===== src/rtl/lcd_char_writer.sv =====
// -----------------------------------------------------------------------------
// lcd_char_writer
//
// Output-side transmitter for the calculator's HD44780-style character LCD.
// After reset it idles for the power-up delay and then sends the fixed init
// sequence 0x38, 0x0C, 0x06, 0x01 as commands. After that it accepts one
// character or command per valid/ready handshake. Each transfer is sent as
// SETUP -> E_HIGH -> HOLD -> WAIT, with every phase timed by a cycle-count
// parameter. The block also keeps track of the cursor cell.
//
// Optional feature (compile-time macro LCD_AUTOWRAP_EN):
//   defined   - a data write that runs past column 15 is followed by an
//               internal set-DDRAM command (0xC0 or 0x80). This command moves
//               the cursor to column 0 of the other line. wr_ready stays low
//               until that command has finished.
//   undefined - no command is inserted. The tracked column wraps from 15 to 0
//               on the same line.
//
// Ports:
//   clk        system clock
//   rst        asynchronous, active-high reset
//   wr_valid   write request from the display logic
//   wr_rs      0 = command, 1 = character data
//   wr_data    command or character byte
//   wr_ready   a write can be accepted in this cycle (IDLE and init done)
//   init_done  init sequence has completed; stays set until rst
//   cur_pos    {line, col[3:0]} of the next character cell
//   lcd_e      LCD enable strobe
//   lcd_rs     LCD register select
//   lcd_rw     LCD read/write; tied to write (0)
//   lcd_data   LCD data bus
// -----------------------------------------------------------------------------
module lcd_char_writer #(
    parameter int POWERUP_CYC    = 1500000,
    parameter int SETUP_CYC      = 4,
    parameter int E_PULSE_CYC    = 25,
    parameter int HOLD_CYC       = 4,
    parameter int CMD_WAIT_CYC   = 4000,
    parameter int CLEAR_WAIT_CYC = 160000
) (
    input  logic       clk,
    input  logic       rst,
    input  logic       wr_valid,
    input  logic       wr_rs,
    input  logic [7:0] wr_data,
    output logic       wr_ready,
    output logic       init_done,
    output logic [4:0] cur_pos,
    output logic       lcd_e,
    output logic       lcd_rs,
    output logic       lcd_rw,
    output logic [7:0] lcd_data
);

    function automatic int max2(input int a, input int b);
        return (a > b) ? a : b;
    endfunction

    // The counter only ever holds N-1 down to 0, so log2 of the largest count
    // gives enough bits.
    localparam int MAX_CYC = max2(max2(max2(POWERUP_CYC, SETUP_CYC),
                                       max2(E_PULSE_CYC, HOLD_CYC)),
                                  max2(CMD_WAIT_CYC, CLEAR_WAIT_CYC));
    localparam int CNT_W   = (MAX_CYC > 1) ? $clog2(MAX_CYC) : 1;

    // Each phase loads N-1 and leaves the phase on the cycle the counter is 0,
    // so a phase of N lasts exactly N cycles.
    localparam logic [CNT_W-1:0] POWERUP_LD = CNT_W'(POWERUP_CYC - 1);
    localparam logic [CNT_W-1:0] SETUP_LD   = CNT_W'(SETUP_CYC - 1);
    localparam logic [CNT_W-1:0] E_LD       = CNT_W'(E_PULSE_CYC - 1);
    localparam logic [CNT_W-1:0] HOLD_LD    = CNT_W'(HOLD_CYC - 1);
    localparam logic [CNT_W-1:0] CMD_LD     = CNT_W'(CMD_WAIT_CYC - 1);
    localparam logic [CNT_W-1:0] CLEAR_LD   = CNT_W'(CLEAR_WAIT_CYC - 1);
    localparam logic [CNT_W-1:0] CNT_ONE    = CNT_W'(1);

    localparam logic [1:0] INIT_LAST = 2'd3;

    typedef enum logic [2:0] {
        ST_POWERUP,
        ST_INIT_LOAD,
        ST_SETUP,
        ST_E_HIGH,
        ST_HOLD,
        ST_WAIT,
        ST_WRAP_LOAD,
        ST_IDLE
    } state_t;

    // NOTE: the init bytes come from a constant lookup and are not stored in a
    // register array, so there is no storage that needs a reset.
    function automatic logic [7:0] init_cmd(input logic [1:0] idx);
        logic [7:0] b;
        case (idx)
            2'd0:    b = 8'h38;   // 8-bit bus, 2 lines, 5x8 font
            2'd1:    b = 8'h0C;   // display on, cursor off
            2'd2:    b = 8'h06;   // entry mode: increment, no shift
            default: b = 8'h01;   // clear display
        endcase
        return b;
    endfunction

    state_t           state;
    logic [CNT_W-1:0] cnt;
    logic [1:0]       init_idx;

    logic             is_clear_cmd;
    logic [4:0]       pos_next;
`ifdef LCD_AUTOWRAP_EN
    logic             wrap_next;
`endif

    assign lcd_rw = 1'b0;

    // The bus keeps the byte of the transfer in progress. It therefore gives
    // both the length of the wait and the cursor update, and no copy of the
    // byte is needed.
    assign is_clear_cmd = !lcd_rs && ((lcd_data == 8'h01) || (lcd_data == 8'h02));

    // Cursor position after the transfer that is now on the bus.
    always_comb begin
        // NOTE: every signal of this block gets a default first. No path can
        // leave one unassigned, so no latch is inferred.
        pos_next = cur_pos;
`ifdef LCD_AUTOWRAP_EN
        wrap_next = 1'b0;
`endif
        if (lcd_rs) begin
`ifdef LCD_AUTOWRAP_EN
            // Past column 15 the position is left unchanged. The inserted
            // 0xC0/0x80 command sets it through the set-DDRAM rule below.
            if (cur_pos[3:0] == 4'hF) begin
                wrap_next = 1'b1;
            end else begin
                pos_next = {cur_pos[4], cur_pos[3:0] + 4'd1};
            end
`else
            // The 4-bit column rolls 15 -> 0 on the same line.
            pos_next = {cur_pos[4], cur_pos[3:0] + 4'd1};
`endif
        end else if (is_clear_cmd) begin
            pos_next = 5'd0;
        end else if (lcd_data[7]) begin
            pos_next = {lcd_data[6], lcd_data[3:0]};
        end
    end

    always_ff @(posedge clk or posedge rst) begin
        if (rst) begin
            // NOTE: state and outputs use non-blocking assignments. Every
            // register then samples values from before the edge, whatever the
            // order of the statements.
            state     <= ST_POWERUP;
            cnt       <= POWERUP_LD;
            init_idx  <= 2'd0;
            wr_ready  <= 1'b0;
            init_done <= 1'b0;
            cur_pos   <= 5'd0;
            lcd_e     <= 1'b0;
            lcd_rs    <= 1'b0;
            lcd_data  <= 8'h00;
        end else begin
            case (state)
                ST_POWERUP: begin
                    if (cnt == '0) begin
                        state <= ST_INIT_LOAD;
                    end else begin
                        cnt <= cnt - CNT_ONE;
                    end
                end

                ST_INIT_LOAD: begin
                    lcd_rs   <= 1'b0;
                    lcd_data <= init_cmd(init_idx);
                    cnt      <= SETUP_LD;
                    state    <= ST_SETUP;
                end

                ST_SETUP: begin
                    if (cnt == '0) begin
                        lcd_e <= 1'b1;
                        cnt   <= E_LD;
                        state <= ST_E_HIGH;
                    end else begin
                        cnt <= cnt - CNT_ONE;
                    end
                end

                ST_E_HIGH: begin
                    if (cnt == '0) begin
                        lcd_e <= 1'b0;
                        cnt   <= HOLD_LD;
                        state <= ST_HOLD;
                    end else begin
                        cnt <= cnt - CNT_ONE;
                    end
                end

                ST_HOLD: begin
                    if (cnt == '0) begin
                        cnt   <= is_clear_cmd ? CLEAR_LD : CMD_LD;
                        state <= ST_WAIT;
                    end else begin
                        cnt <= cnt - CNT_ONE;
                    end
                end

                ST_WAIT: begin
                    if (cnt == '0) begin
                        cur_pos <= pos_next;
                        if (!init_done) begin
                            if (init_idx == INIT_LAST) begin
                                init_done <= 1'b1;
                                wr_ready  <= 1'b1;
                                state     <= ST_IDLE;
                            end else begin
                                init_idx <= init_idx + 2'd1;
                                state    <= ST_INIT_LOAD;
                            end
                        end
`ifdef LCD_AUTOWRAP_EN
                        else if (wrap_next) begin
                            state <= ST_WRAP_LOAD;
                        end
`endif
                        else begin
                            wr_ready <= 1'b1;
                            state    <= ST_IDLE;
                        end
                    end else begin
                        cnt <= cnt - CNT_ONE;
                    end
                end

                // Move to column 0 of the other line.
                ST_WRAP_LOAD: begin
                    lcd_rs   <= 1'b0;
                    lcd_data <= cur_pos[4] ? 8'h80 : 8'hC0;
                    cnt      <= SETUP_LD;
                    state    <= ST_SETUP;
                end

                ST_IDLE: begin
                    if (wr_valid && wr_ready) begin
                        wr_ready <= 1'b0;
                        lcd_rs   <= wr_rs;
                        lcd_data <= wr_data;
                        cnt      <= SETUP_LD;
                        state    <= ST_SETUP;
                    end
                end

                default: begin
                    lcd_e <= 1'b0;
                    state <= ST_POWERUP;
                    cnt   <= POWERUP_LD;
                end
            endcase
        end
    end

endmodule

===== config.mk =====
export PLATFORM = sky130hd
export DESIGN_NAME = lcd_char_writer
export DESIGN_NICKNAME = d
export VERILOG_FILES = /design/src/rtl/lcd_char_writer.sv
export SDC_FILE = /design/constraint.sdc
export NUM_CORES = 1
export LEC_CHECK = 0
export ABC_AREA = 0
export CELL_PAD_IN_SITES_DETAIL_PLACEMENT = 2
export CELL_PAD_IN_SITES_GLOBAL_PLACEMENT = 2
export CORE_MARGIN = 8
export CORE_UTILIZATION = 35
export DETAILED_ROUTE_END_ITERATION = 10
export GPL_ROUTABILITY_DRIVEN = 1
export HOLD_SLACK_MARGIN = 0.12
export PLACE_DENSITY = 0.84
export SETUP_SLACK_MARGIN = 0.4
export SYNTH_ARGS = -nofsm -noshare
export SYNTH_HDL_FRONTEND = slang
export SYNTH_SLANG_ARGS = --single-unit

===== constraint.sdc =====
create_clock -name clk -period 3.43 [get_ports clk]
set_clock_uncertainty 0.2 [all_clocks]
set_input_delay 0.343 -clock clk [delete_from_list [all_inputs] [get_ports clk]]
set_output_delay 0.343 -clock clk [all_outputs]
set_load 0.02 [all_outputs]

==> results of run 1 <==
worst max path at each step:
stage / depth (start not counted) / slack, ns / from / to
6_report: 7 / 0.59 / cnt[15] / cnt[10]
5_1_grt: 9 / 0.45 / cnt[0] / cnt[9]
4_1_cts: 6 / 0.40 / cnt[7] / cnt[10]
3_5_place_dp: 6 / 0.52 / cnt[7] / cnt[10]
3_3_place_gp: 7 / 0.66 / cnt[15] / cnt[10]
2_1_floorplan: 7 / 0.94 / cnt[15] / cur_pos[4]
cell families (layout without fill, tap and decap cells):
group | after synthesis | after routing | share of synthesized area
compound gates | 91 | 91 | 0.231
xor+xnor | 2 | 2 | 0.00628
fa+ha+maj | 7 | 7 | 0.0314
buf+inv | 27 | 55 | 0.0480
flops | 43 | 43 | 0.392
mux | 3 | 3 | 0.0121
other cells | 1 | 1 | 0.00134
simple gates | 146 | 146 | 0.278
stage by stage:
step           hold WS (ns)   util
2_1_floorplan         0.256      -
3_3_place_gp          0.293  0.410
3_5_place_dp          0.290  0.410
4_1_cts               0.286  0.423
5_1_grt               0.316  0.425
6_report              0.255  0.425
metal layers:
| metal | part of all wire | up-vias | track usage |
|---|---|---|---|
| li1 | - | 1245 | - |
| met1 | 0.44 | 1426 | 0.224 |
| met2 | 0.51 | 52 | 0.313 |
| met3 | 0.036 | 17 | 0.0317 |
| met4 | 0.019 | 0 | 0.0561 |
| met5 | 0 | - | 0 |
area by class of cell:
class                           count  area share
Multi-Input combinational cell    250       0.481
Tap cell                          102      0.0389
Inverter                            9      0.0103
Timing Repair Buffer               38       0.108
Sequential cell                    43       0.333
Clock buffer                        5      0.0210
Clock inverter                      3     0.00800
state kept, by name (all words and copies together), names as in the netlist:
register / cells
lcd_data: 8
lcd_rs: 1
wr_ready: 1
cur_pos: 5
init_idx: 2
init_done: 1
state: 3
lcd_e: 1
cnt: 21
layout by cell type, fill, tap and decap left out, types with 3 or more instances in the layout:
master,instances
ha_1,7
o21ai_0,16
nand4_1,3
nor3_1,18
dfstp_2,14
nand2b_1,4
clkbuf_8,5
and3_1,3
nor4_1,8
inv_1,8
a22oi_1,3
nor2_1,31
dfrtp_1,29
mux2_2,3
nor2b_1,4
nand2_1,33
or3_1,5
o31ai_1,3
o21a_1,3
nor4_4,3
a221o_1,3
nand3_1,19
a21oi_1,20
buf_4,10
a31oi_1,14
clkdlybuf4s50_1,28
nor3_2,3
power by group through the flow:
stage / Clock, mW / Combinational (mW) / Sequential (mW)
detailed placement: 0 / 0.0270 / 0.517
CTS: 0.371 / 0.0271 / 0.508
global route: 0.381 / 0.0297 / 0.508
finish: 0.364 / 0.0262 / 0.508
floorplan: 0 / 0.00976 / 0.517
global placement: 0 / 0.0267 / 0.517
synthesized netlist by cell type (3+ instances only):
library cell,count
nand2_1,33
nor2_1,32
dfrtp_1,29
a21oi_1,21
nand3_1,19
nor3_1,19
o21ai_0,16
a31oi_1,14
dfstp_2,14
clkbuf_1,10
inv_1,9
nor4_1,8
ha_1,7
or3_1,5
nand2b_1,4
nor2b_1,4
a21o_1,3
a221o_1,3
a22oi_1,3
and3_1,3
buf_6,3
mux2_2,3
nand4_1,3
nor4_4,3
o21a_1,3
o31ai_1,3
worst max-delay path, stage by stage, from the launching register on:
cell and delay [ns]:
dfstp_2 0.41, or4_4 0.55, nand4bb_1 0.21, buf_4 0.22, nor3_1 0.39, a21o_2 0.33
nor2_1 0.10, a221o_1 0.32
==> results.txt, run 1 <==
Status = finished clean
Vias in the first global route = 3056
Power Dens Cells = 273 mW/mm^2
Gr usage total = 0.181
Die X = 105 um
Die height = 105 um
CP Capture Type = flip-flop
DRT Wirelength = 9780 um
Total gr overflow = 0
CTS tree = built
Drt pass-1 iters = 4
Placed cell count = 442
Main flop type after synthesis = dfrtp_1
CP Launch Type = flip-flop
Io pins = 30
Num rows = 32
Dpl ws = 0.523 ns
Pwr Total = 897 uW
Post-CTS sizing = 0
Fin. Hold Viols = 0
Synth-to-Final Area Change = 17.8%
Post-CTS Setup Inserts = 0
Hold Path Class = in2async
First-pass GRT wire length = 16400 um
Setup TNS = 0 ns
# nets final = 366
Post-route setup slack = 0.591 ns
Fmax = 352 MHz
Layout fillers = 850
CP Max Fanout = 10
Area of the multi-input gates = 0.00158 sq mm
CTS Root Cell = clkbuf_8
Reg2Reg Launch Point = cnt[15]
Core Box Area = 0.00773 sq mm
Synth top area cells = dfrtp_1 (26%), dfstp_2 (13%), nand2_1 (4.4%), nor2_1 (4.3%), a21oi_1 (3.8%)
Cells on worst reg2reg path = 7
Clk sink count = 43
H-tree levels = 2
Diode count = 0
Worst slew margin = 0.327
Min Tclk post-route = 2.84 ns
HPWL Detailed = 7170 um
Comb power frac = 0.029
Post-synth EDFFs = 0
Die area = 0.0111 sq mm
Clk Latency, worst-skew pair = 0.32 ns
DP Area = 0.00317 sq mm
FFs w/ async S/R, synth = 1.00
Reg-to-Reg End = cnt[10]
Unique masters post-synth = 60
Yosys reg bits = 43
Switch Pwr = 228 uW
Cells after Synth = 320
Final ANT Viol Nets = 0
Leak = 1.35 nW
GPL Wtd Cong = 0.838
Port-buffer cells = 28
Vias/cell = 6.09
Pins over their slew limit = 0
Clock slew at reported path FFs = 0.11 ns
Post-detailed-route DRC marker count = 0
Sequential share of power = 0.566
Share of the synthesized area in the top cell type = 0.260
Syn avg cell area = 8.72 sq um
Period utilization = 0.828
Clk pwr share = 0.405
CTS Buf Count = 5
Initial antenna violation count = 0
Ys Warns = 0
Pint = 670 uW
DR WL/cell = 21.7 um
Largest net degree at the start of global routing = 28
Register area = 0.00109 sq mm
Setup Viol. Count Final = 0
Share of cells above drive strength 1 = 0.155
WP data required = 3.43 ns
WP data arrival = 2.84 ns
Flop2flop setup slack = 0.59 ns
Max-cap violations = 0
Post-Layout Cell Count = 450
Sw Share = 0.254
Mapped cell area = 0.00279 sq mm
Via Count = 2740
Initial core utilization = 0.361
Net Count, Synth = 339
Register area share after synthesis = 0.392
Worst Tran Pin Value = 1.00 ns
WS Path Type = reg2reg
Design Area, Final = 0.00328 sq mm
Unrepaired setup endpoints after global routing = no
Hold_buf cts = 0
Leading area contributor after synthesis = dfrtp_1
Max rail drop VDD = 0.147 mV
DR iter-0 viols = 107
Longest Clk Path Bufs = 2
(Power assumes the default switching activity.)
==> inputs of run 2 (changes only) <==
==> constraint.sdc (replaced) <==
create_clock -name clk -period 2.9 [get_ports clk]
set_clock_uncertainty 0.2 [all_clocks]
set_input_delay 0.29 -clock clk [delete_from_list [all_inputs] [get_ports clk]]
set_output_delay 0.29 -clock clk [all_outputs]
set_load 0.02 [all_outputs]
==> results.txt, run 2 (synthesis gave the netlist of run 1 again) <==
CP Launch Type = flip-flop (unchanged)
CP Capture Type = flip-flop (unchanged)
Io pins = 30 (unchanged)
Die area = 0.0111 sq mm (unchanged)
HPWL Detailed = 7570 um (was 7170 um)
Reg2Reg Launch Point = cnt[17] (was cnt[15])
DR iter-0 viols = 173 (was 107)
CTS tree = built (unchanged)
Power Dens Cells = 283 mW/mm^2 (was 273 mW/mm^2)
Period utilization = 0.953 (was 0.828)
Worst Tran Pin Value = 0.751 ns (was 1.00 ns)
Worst path cell trace = or4_4 > nand4bb_4 > buf_6 > o31ai_4 > nor2_4 > buf_4 > a31oi_1 > o2bb2ai_2 (was or4_4 > nand4bb_1 > buf_4 > nor3_1 > a21o_2 > nor2_1 > a221o_1)
DRT Wirelength = 13500 um (was 9780 um)
WP data required = 2.93 ns (was 3.43 ns)
Unrepaired setup endpoints after global routing = yes (was no)
GPL Wtd Cong = 0.874 (was 0.838)
Setup TNS = 0 ns (unchanged)
First-pass GRT wire length = 20400 um (was 16400 um)
Num rows = 32 (unchanged)
Clock slew at reported path FFs = 0.11 ns (about the same)
Cells on worst reg2reg path = 8 (was 7)
Min Tclk post-route = 2.76 ns (was 2.84 ns)
Max-cap violations = 0 (unchanged)
Placed cell count = 455 (was 442)
Core Box Area = 0.00773 sq mm (unchanged)
Longest Clk Path Bufs = 2 (unchanged)
WP data arrival = 2.79 ns (was 2.84 ns)
Diode count = 0 (unchanged)
Die height = 105 um (unchanged)
Layout fillers = 814 (was 850)
Clk Latency, worst-skew pair = 0.33 ns (was 0.32 ns)
Fin. Hold Viols = 0 (unchanged)
Most frequent cells in the layout = buf_4 (38), nand2_1 (32), nor2_1 (28), dfrtp_1 (28), clkdlybuf4s50_1 (28) (was nand2_1 (33), nor2_1 (31), dfrtp_1 (29))
Vias in the first global route = 3311 (was 3056)
CTS Root Cell = clkbuf_8 (unchanged)
Vias/cell = 6.18 (was 6.09)
Total gr overflow = 0 (unchanged)
Leak = 1.58 nW (was 1.35 nW)
Initial antenna violation count = 0 (unchanged)
H-tree levels = 2 (unchanged)
Crit path from = cnt[17] (was cnt[15])
Post-detailed-route DRC marker count = 0 (unchanged)
Setup Viol. Count Final = 0 (unchanged)
Reg-to-Reg End = cnt[17] (was cnt[10])
Drt pass-1 iters = 4 (unchanged)
# nets final = 400 (was 366)
Hold Path Class = in2async (unchanged)
WS Path Type = reg2reg (unchanged)
Fmax = 362 MHz (was 352 MHz)
Worst slew margin = 0.496 (was 0.327)
Gr usage total = 0.233 (was 0.181)
DR WL/cell = 27.9 um (was 21.7 um)
Worst setup path end = cnt[17] (was cnt[10])
Status = finished clean (unchanged)
Largest regs = cnt: 21 flops, lcd_data: 8 flops, cur_pos: 5 flops (unchanged)
CP Max Fanout = 7 (was 10)
CTS Buf Count = 5 (unchanged)
Clk sink count = 43 (unchanged)
Crit-path slowest cell = or4_4 (unchanged)
Flop2flop setup slack = 0.14 ns (was 0.59 ns)
Initial core utilization = 0.361 (unchanged)
Via Count = 2993 (was 2740)
Pins over their slew limit = 0 (unchanged)
Port-buffer cells = 28 (unchanged)
Most flops, register = cnt (unchanged)
Max reg flops = 21 (unchanged)
Final ANT Viol Nets = 0 (unchanged)
Largest net degree at the start of global routing = 20 (was 28)
Synth-to-Final Area Change = 35.3% (was 17.8%)
Die X = 105 um (unchanged)
DP Area = 0.00327 sq mm (was 0.00317 sq mm)
Design Area, Final = 0.00377 sq mm (was 0.00328 sq mm)
Post-Layout Cell Count = 484 (was 450)
Delay of the slowest critical-path stage = 0.55 ns (about the same)
Max rail drop VDD = 0.195 mV (was 0.147 mV)
Share of cells above drive strength 1 = 0.285 (was 0.155)
Most common cell after layout, fill and taps aside = buf_4 (was nand2_1)
Min Hold Slack = 0.0972 ns (was 0.255 ns)
[run 2: layer usage]
| layer | vias to the layer above | part of all wire | track usage | routed length (um) |
|---|---|---|---|---|
| met5 | - | 0 | 0 | 0 |
| met4 | 0 | 0.038 | 0.115 | 510 |
| met3 | 43 | 0.051 | 0.0371 | 685 |
| met2 | 108 | 0.50 | 0.380 | 6740 |
| met1 | 1536 | 0.41 | 0.294 | 5570 |
| li1 | 1306 | - | - | - |
[run 2: per-stage QoR]
stage                     worst slack (ns)  total power, mW  utilization
after floorplan                      0.405            0.623            -
after global placement               0.238            0.644        0.423
after detailed placement            0.0595            0.644        0.423
after CTS                            0.394             1.06        0.467
after global routing                0.0720             1.09        0.488
final                                0.137             1.07        0.488
[run 2: worst min-delay path by stage]
stage / endpoint / slack (ns) / cells after the start
after floorplan: lcd_rs / 0.23 / 2
after global placement: cnt[4] / 0.27 / 2
after detailed placement: cnt[4] / 0.29 / 2
after CTS: cur_pos[1] / 0.14 / 2
after global routing: cur_pos[1] / 0.14 / 2
final: cur_pos[1] / 0.1 / 2
[run 2: repair_timing]
item / CTS / global route
gates cloned: 1 / 0
pin swaps: 10 / 13
setup buffers: 14 / 6
endpoints found under the setup margin: 25 / 31
resized for setup: 27 / 26
hold buffers: 0 / 0
[run 2: worst max-delay path, delay by kind of cell, from the launching register on]
family / cells / cell delay (ns)
compound gates: 3 / 0.81
buf+inv: 2 / 0.36
flops: 1 / 0.40
simple gates: 3 / 0.91
[run 2: power breakdown]
group          internal (mW)  leakage (nW)  switching, mW
clock                  0.193        0.0482          0.242
sequential             0.600         0.507              0
combinational         0.0151          1.02         0.0184
total                  0.808          1.58          0.261
[run 2: area by class of cell]
cell class              instances  area [sq um]  share of cell area
multi-input cells             250          1790               0.474
flip-flops and latches         43          1090               0.290
repair buffers                 72           637               0.169
well taps                     102           128              0.0338
clock buffers                   7          86.3              0.0229
inverters                       9          33.8             0.00896
clock inverters                 1          5.00             0.00133
